[config.mk]
export PLATFORM = sky130hd
export DESIGN_NAME = genius_game_controller
export DESIGN_NICKNAME = d
export VERILOG_FILES = /design/src/rtl/genius_game_controller.sv
export SDC_FILE = /design/constraint.sdc
export NUM_CORES = 1
export LEC_CHECK = 0
export BUFFER_PORTS_ARGS = -buffer_cell sky130_fd_sc_hd__buf_4
export CAP_MARGIN = 0
export CORE_UTILIZATION = 52
export DETAILED_ROUTE_END_ITERATION = 8
export PLACE_DENSITY = 0.73
export SYNTH_ARGS = -nofsm -noshare
export SYNTH_HDL_FRONTEND = slang
export SYNTH_SLANG_ARGS = --single-unit
[constraint.sdc]
create_clock -name clk -period 2.3 [get_ports clk]
set_clock_uncertainty 0.1 [all_clocks]
set_input_delay 0.345 -clock clk [delete_from_list [all_inputs] [get_ports clk]]
set_output_delay 0.345 -clock clk [all_outputs]
set_load 0.05 [all_outputs]
[src/rtl/genius_game_controller.sv]
// Genius (Simon) game sequencer: plays the current level's pattern prefix on three LEDs,
// then checks the player's presses against the same pattern and advances, wins or loses.
module genius_game_controller #(
  parameter int SHOW_TICKS    = 8,
  parameter int GAP_TICKS     = 4,
  parameter int TIMEOUT_TICKS = 64,
  parameter int MAX_LEVEL     = 16
) (
  input  logic       clk,
  input  logic       rst_n,
  input  logic       start,
  input  logic [2:0] btn,
  input  logic [1:0] seq_number,
  output logic [3:0] seq_index,
  output logic [2:0] led,
  output logic [4:0] level,
  output logic       busy,
  output logic       win,
  output logic       lose
);

  typedef enum logic [3:0] {
    S_IDLE, S_FETCH_SHOW, S_SHOW, S_GAP, S_FETCH_IN,
    S_WAIT_IN, S_ECHO, S_PAUSE, S_WIN, S_LOSE
  } state_e;

  localparam int TMAX_A = (SHOW_TICKS > GAP_TICKS) ? SHOW_TICKS : GAP_TICKS;
  localparam int TMAX_B = (TMAX_A > TIMEOUT_TICKS) ? TMAX_A : TIMEOUT_TICKS;
  localparam int TMAX   = (TMAX_B > 2) ? TMAX_B : 2;
  localparam int TW     = $clog2(TMAX + 1);

  localparam logic [TW-1:0] SHOW_LAST  = TW'(SHOW_TICKS - 1);
  localparam logic [TW-1:0] GAP_LAST   = TW'(GAP_TICKS - 1);
  localparam logic [TW-1:0] TO_LAST    = TW'(TIMEOUT_TICKS - 1);
  localparam logic [TW-1:0] FETCH_LAST = TW'(1);

  state_e          state_q, state_d;
  logic [TW-1:0]   timer_q, timer_d;
  logic [3:0]      idx_q, idx_d;
  logic [4:0]      level_q, level_d;
  logic [1:0]      expected_q, expected_d;
  logic            start_q;
  logic [2:0]      btn_q;

  logic            start_pulse;
  logic [2:0]      btn_rise;
  logic [2:0]      exp_led;
  logic            last_item;

  function automatic logic [2:0] decode(input logic [1:0] v);
    case (v)
      2'd0:    return 3'b001;
      2'd1:    return 3'b010;
      2'd2:    return 3'b100;
      default: return 3'b000;
    endcase
  endfunction

  assign start_pulse = start & ~start_q;
  assign btn_rise    = btn & ~btn_q;
  assign exp_led     = decode(expected_q);
  assign last_item   = (idx_q == 4'(level_q - 5'd1));

  always_ff @(posedge clk or negedge rst_n) begin
    if (!rst_n) begin
      state_q    <= S_IDLE;
      timer_q    <= '0;
      idx_q      <= '0;
      level_q    <= '0;
      expected_q <= '0;
      start_q    <= 1'b0;
      btn_q      <= '0;
    end else begin
      state_q    <= state_d;
      timer_q    <= timer_d;
      idx_q      <= idx_d;
      level_q    <= level_d;
      expected_q <= expected_d;
      start_q    <= start;
      btn_q      <= btn;
    end
  end

  // The timer restarts from 0 on every state change; each timed state leaves on its last tick.
  always_comb begin
    state_d    = state_q;
    timer_d    = timer_q + 1'b1;
    idx_d      = idx_q;
    level_d    = level_q;
    expected_d = expected_q;
    case (state_q)
      S_IDLE, S_WIN, S_LOSE: begin
        timer_d = '0;
        if (start_pulse) begin
          level_d = 5'd1;
          idx_d   = '0;
          state_d = S_FETCH_SHOW;
        end
      end
      S_FETCH_SHOW, S_FETCH_IN: begin
        if (timer_q == FETCH_LAST) begin
          timer_d    = '0;
          expected_d = seq_number;
          state_d    = (state_q == S_FETCH_SHOW) ? S_SHOW : S_WAIT_IN;
        end
      end
      S_SHOW: begin
        if (timer_q == SHOW_LAST) begin
          timer_d = '0;
          state_d = S_GAP;
        end
      end
      S_GAP: begin
        if (timer_q == GAP_LAST) begin
          timer_d = '0;
          if (last_item) begin
            idx_d   = '0;
            state_d = S_FETCH_IN;
          end else begin
            idx_d   = idx_q + 4'd1;
            state_d = S_FETCH_SHOW;
          end
        end
      end
      S_WAIT_IN: begin
        // A press on the timeout cycle still counts as a press.
        if (btn_rise != 3'b000) begin
          timer_d = '0;
          state_d = (btn_rise == exp_led && exp_led != 3'b000) ? S_ECHO : S_LOSE;
        end else if (timer_q == TO_LAST) begin
          timer_d = '0;
          state_d = S_LOSE;
        end
      end
      S_ECHO: begin
        if (timer_q == SHOW_LAST) begin
          timer_d = '0;
          if (!last_item) begin
            idx_d   = idx_q + 4'd1;
            state_d = S_FETCH_IN;
          end else if (level_q == 5'(MAX_LEVEL)) begin
            state_d = S_WIN;
          end else begin
            level_d = level_q + 5'd1;
            idx_d   = '0;
            state_d = S_PAUSE;
          end
        end
      end
      S_PAUSE: begin
        if (timer_q == GAP_LAST) begin
          timer_d = '0;
          state_d = S_FETCH_SHOW;
        end
      end
      default: begin
        timer_d = '0;
        state_d = S_IDLE;
      end
    endcase
  end

  always_comb begin
    led  = 3'b000;
    busy = 1'b1;
    win  = 1'b0;
    lose = 1'b0;
    case (state_q)
      S_IDLE:         busy = 1'b0;
      S_SHOW, S_ECHO: led  = exp_led;
      S_WIN: begin
        led  = 3'b111;
        busy = 1'b0;
        win  = 1'b1;
      end
      S_LOSE: begin
        busy = 1'b0;
        lose = 1'b1;
      end
      default: ;
    endcase
  end

  assign seq_index = idx_q;
  assign level     = level_q;

endmodule

### Word-level counts from Yosys, hierarchy flattened

Index checks and enable logic that the tools add are counted.
W data, S select, Z words.

* add/sub/neg operators: 4
* eq/ne operators: 28
* muxes and demuxes: 37
* bitwise logic cells: 4
* reductions and logical operators: 15

Operators by type and width (count)
* $mux W4: 17
* $mux W7: 5
* $pmux W4 S7: 1
* $pmux W7 S4: 1
* $mux W5: 4
* $eq A4 B3 Y1 const B: 4
* $ne A2 B2 Y1 const B: 7
* $pmux W4 S3: 1
* $pmux W5 S2: 1
* $reduce_and A5 Y1: 2
* $pmux W3 S3: 1
* $reduce_bool A3 Y1: 3
* $eq A4 B2 Y1 const B: 2
* $eq A4 B4 Y1 const B: 2
* $add A7 B1 Y7 const B: 1
* $eq A7 B1 Y1 const B: 1
* $eq A7 B2 Y1 const B: 1
* $eq A7 B3 Y1 const B: 1
* $eq A7 B6 Y1 const B: 1
* $reduce_and A7 Y1: 1
* $mux W3: 2
* $ne A3 B3 Y1 const B: 2
* $pmux W3 S2: 1
* $reduce_or A2 Y1: 3
* other kinds (21): 23

* bits in registers: 26
* bits of input ports: 8
* output and inout bits: 15
* word-level logic and storage cells: 95

### Longest topological paths before layout

* depth in word-level cells: 7
* mapped depth: 7
* depth with buffers taken out: 7

### Worst setup path after synthesis

Ideal clock, no wire load.

* path kind: reg2reg
* start: register level_q[0], in the netlist level[0]
* end: register level_q[3], in the netlist level[3]
* library setup time: 0.068 ns
* arrival: 2.438 ns
* data required time: 2.132 ns
* slack: -0.305 ns
* cell stages (with the launch flop): 8
* path buffers: 0
* period minus slack after synthesis: 2.605 ns
* cells stage by stage: dfrtp_1 -> inv_1 -> ha_1 -> xor2_2 -> nand3_2 -> or3_4 -> or4b_1 -> nand2_1

* longest elaborated chain between the ends: 5
* elaborated cells on any way between the ends: 11
* those cells by class: add/sub: 2; eq/ne: 4; mux: 4; reduce/logical: 1

RTL lines
* start, declared: RTL line 40 `logic [4:0] level_q, level_d;`
* start signal, assigned: RTL line 77 `level_q <= level_d;`
* $add A5 B1 Y5: RTL line 144 `level_d = level_q + 5'd1;`
* $mux W5: RTL line 141 `end else if (level_q == 5'(MAX_LEVEL)) begin`
* $mux W5: RTL line 138 `if (!last_item) begin`
* $mux W5: RTL line 136 `if (timer_q == SHOW_LAST) begin`
* $pmux W5 S2: RTL line 91 `case (state_q)`

Parallel ways exist; a longest one is shown, timed or not. The select of a mux whose other input is x is not followed.
A chain may end at the register's enable or synchronous reset.

### Worst setup path after layout

Same ends and word-level chain as after synthesis.

==> flow_summary.json <==
{
  "cellLeakagePower_uw": 0.000943,
  "timing.final.crit_share": 0.970,
  "antenna_found_initial": 0,
  "ys_types": 50,
  "dp_hpwl_um": 3020,
  "hold_viol_final": 0,
  "cts_num_sinks": 26,
  "power_density_nw_per_um2": 1420,
  "vdd_drop_max_mv": 0.829,
  "overflow": 0,
  "startpoint_type": "flop",
  "intPower_uw": 1630,
  "rows": 21,
  "clockBufferDepth": 2,
  "cp_max_fo": 4,
  "synth_seq_cells": 26,
  "io_buffer_count": 22,
  "die_h_um": 60.9,
  "viasPerCell": 5.77,
  "cts_tree": "done",
  "core_sq_um": 3340,
  "fill_cells": 276,
  "drive_gt1_frac": 0.289,
  "critPathRequiredTime_ns": 2.47,
  "root_buffer": "clkbuf_4",
  "nets": 240,
  "route.detailed.drc": 0,
  "drt-pass1-iter-count": 4,
  "synth_top_area_share": 0.360,
  "synth_fp_nets": 207,
  "numCtsBuffers": 3,
  "status": "completed",
  "r2r-start": "level[0]$_DFFE_PN0P_",
  "die-area_sq_um": 3710,
  "cp-end-kind": "flop",
  "pwr-share-seq": 0.266,
  "setup_viol": 0,
  "tightest_slew_ns": 0.517,
  "max_cap_viol_count": 0,
  "switching_share": 0.477,
  "final_core_util": 0.659,
  "pre_cts_slack_ns": 0.0286,
  "max_slew_margin": 0.652,
  "synth_area_per_cell_sq_um": 9.35,
  "yosys_warnings": 0,
  "min_period_ns": 2.23,
  "chipWidth_um": 60.9,
  "async_flop_share": 1.00,
  "routed_wl_um": 4000,
  "post_drt_wl_per_cell_um": 14.7,
  "hp-start": "start",
  "min_path_type": "input pin to flop",
  "final_common_cell": "buf_4",
  "ant_nets": 0,
  "synth_edf_count": 0,
  "syn_to_final_growth_pct": 21.8,
  "io_pins": 23,
  "grt_max_degree": 27,
  "cp.arrival_ns": 2.40,
  "grt_pass1_vias": 1543,
  "vias": 1564,
  "syn_inst": 193,
  "final.setup.worst_slack_ns": 0.0695,
  "final_cell_mix": "buf_4 (34), dfrtp_1 (21), nor2_1 (17)",
  "ys_seq_area_frac": 0.360,
  "htreeDepth": 1,
  "combPwrFrac": 0.632,
  "track_usage": 0.238,
  "synth_ff_type": "dfrtp_1",
  "pwr-share-clk": 0.102,
  "synth_area_sq_um": 1810,
  "initial_core_util": 0.541,
  "clk_pin_slew_ns": 0.14,
  "grt_pass1_wl_um": 6610,
  "netlist_top_cells_area": "dfrtp_1 (36%), ha_1 (4.2%), nand3_1 (3.6%)",
  "cp-startpoint": "level[0]$_DFFE_PN0P_",
  "slew_viol_final": 0,
  "clk_latency_ns": 0.33,
  "place_congestion": 0.898,
  "clock.fmax_ghz": 0.448,
  "power.switching_uw": 1480,
  "synth_top_area_cell": "dfrtp_1",
  "drtIter0Drc": 49,
  "worstSetupPathType": "flop to flop",
  "antennaDiodeCount": 0
}
-- critical path: stages (launching register included) --
cell     delay, ns
dfrtp_4       0.52
inv_4         0.08
ha_4          0.21
xor2_2        0.18
nand3_2       0.11
or3_4         0.40
or4b_1        0.51
nand2_1       0.08
-- synthesized netlist by cell type (all sizes together) (4+ instances only) --
| cell | number |
|---|---|
| nor3 | 6 |
| buf | 7 |
| ha | 6 |
| nor2 | 17 |
| o21a | 5 |
| xor2 | 6 |
| nand2b | 9 |
| xnor2 | 5 |
| nor2b | 5 |
| dfrtp | 26 |
| o21ai | 4 |
| o211ai | 5 |
| a21oi | 9 |
| inv | 9 |
| nand2 | 12 |
| nand3 | 14 |
-- worst paths after layout --
path                                                to  slack [ns]  cells past startpoint
worst min-delay path                 start_q$_DFF_PN0_        0.03                      1
max in group asynchronous         level[0]$_DFFE_PN0P_        1.46                      2
worst max register to register    level[3]$_DFFE_PN0P_        0.07                      7
worst min register to register    timer_q[0]$_DFF_PN0_        0.41                      1
min in group asynchronous       state_q[0]$_DFFE_PN0P_        0.35                      2
worst max-delay path              level[3]$_DFFE_PN0P_        0.07                      7
-- sequential cells by signal, summed over array words and instances, names as in the netlist --
name        cells
btn_q           3
level           5
seq_index       4
state_q         4
start_q         1
timer_q         7
expected_q      2
-- layout make-up --
class | instances | area (sq um) | share of cell area
clock buffer | 3 | 22.5 | 0.0102
clock inverter | 1 | 30.0 | 0.0137
inverter | 9 | 38.8 | 0.0176
multi-input combinational | 151 | 1130 | 0.512
sequential | 26 | 659 | 0.300
tap | 46 | 57.6 | 0.0262
timing repair buffer | 35 | 265 | 0.121
-- routing by layer --
metal,part of all wire,up-vias,track usage,routed length (um)
li1,-,769,-,-
met1,0.44,746,0.290,1770
met2,0.51,41,0.436,2020
met3,0.033,8,0.0256,131
met4,0.018,0,0.0812,70
met5,0,-,0,0
-- per-stage QoR --
stage          TNS (ns)  instances  power (uW)  hold WS, ns  cell area (sq um)
6_report              0        271        3120       0.0267               2200
3_5_place_dp          0        262        2690        0.176               2090
5_1_grt         -0.0221        271        3370      0.00823               2200
2_1_floorplan         0        193        2200      -0.0506               1850
3_3_place_gp          0        262        2630        0.176               2090
4_1_cts               0        268        3040       0.0209               2160
-- cells by family after synthesis --
family                     Yosys count  share of synthesized area
DFF                                 26                      0.360
buffers and inverters               16                     0.0395
adders and majority gates            6                     0.0416
muxes                                6                     0.0374
AOI/OAI and AO/OA                   40                      0.155
xor gates and xnor gates            12                     0.0707
and+or+nand+nor                     87                      0.296
-- power by group through the flow --
stage	Clock [uW]	Sequential, uW	Combinational [uW]
after floorplan	0	852	1350
after global placement	0	824	1810
after detailed placement	0	831	1860
after CTS	323	822	1900
after global routing	343	852	2170
final	317	830	1970
-- what timing repair did --
| action | in CTS | in global routing |
|---|---|---|
| setup buffers | 1 | 3 |
| setup endpoints to repair | 1 | 3 |
| pin swaps | 1 | 1 |
| hold buffers | 1 | 0 |
| resized for setup | 0 | 5 |
| endpoints found under the hold margin | 26 | 0 |
Note: power is estimated with default switching activity, not from simulation.
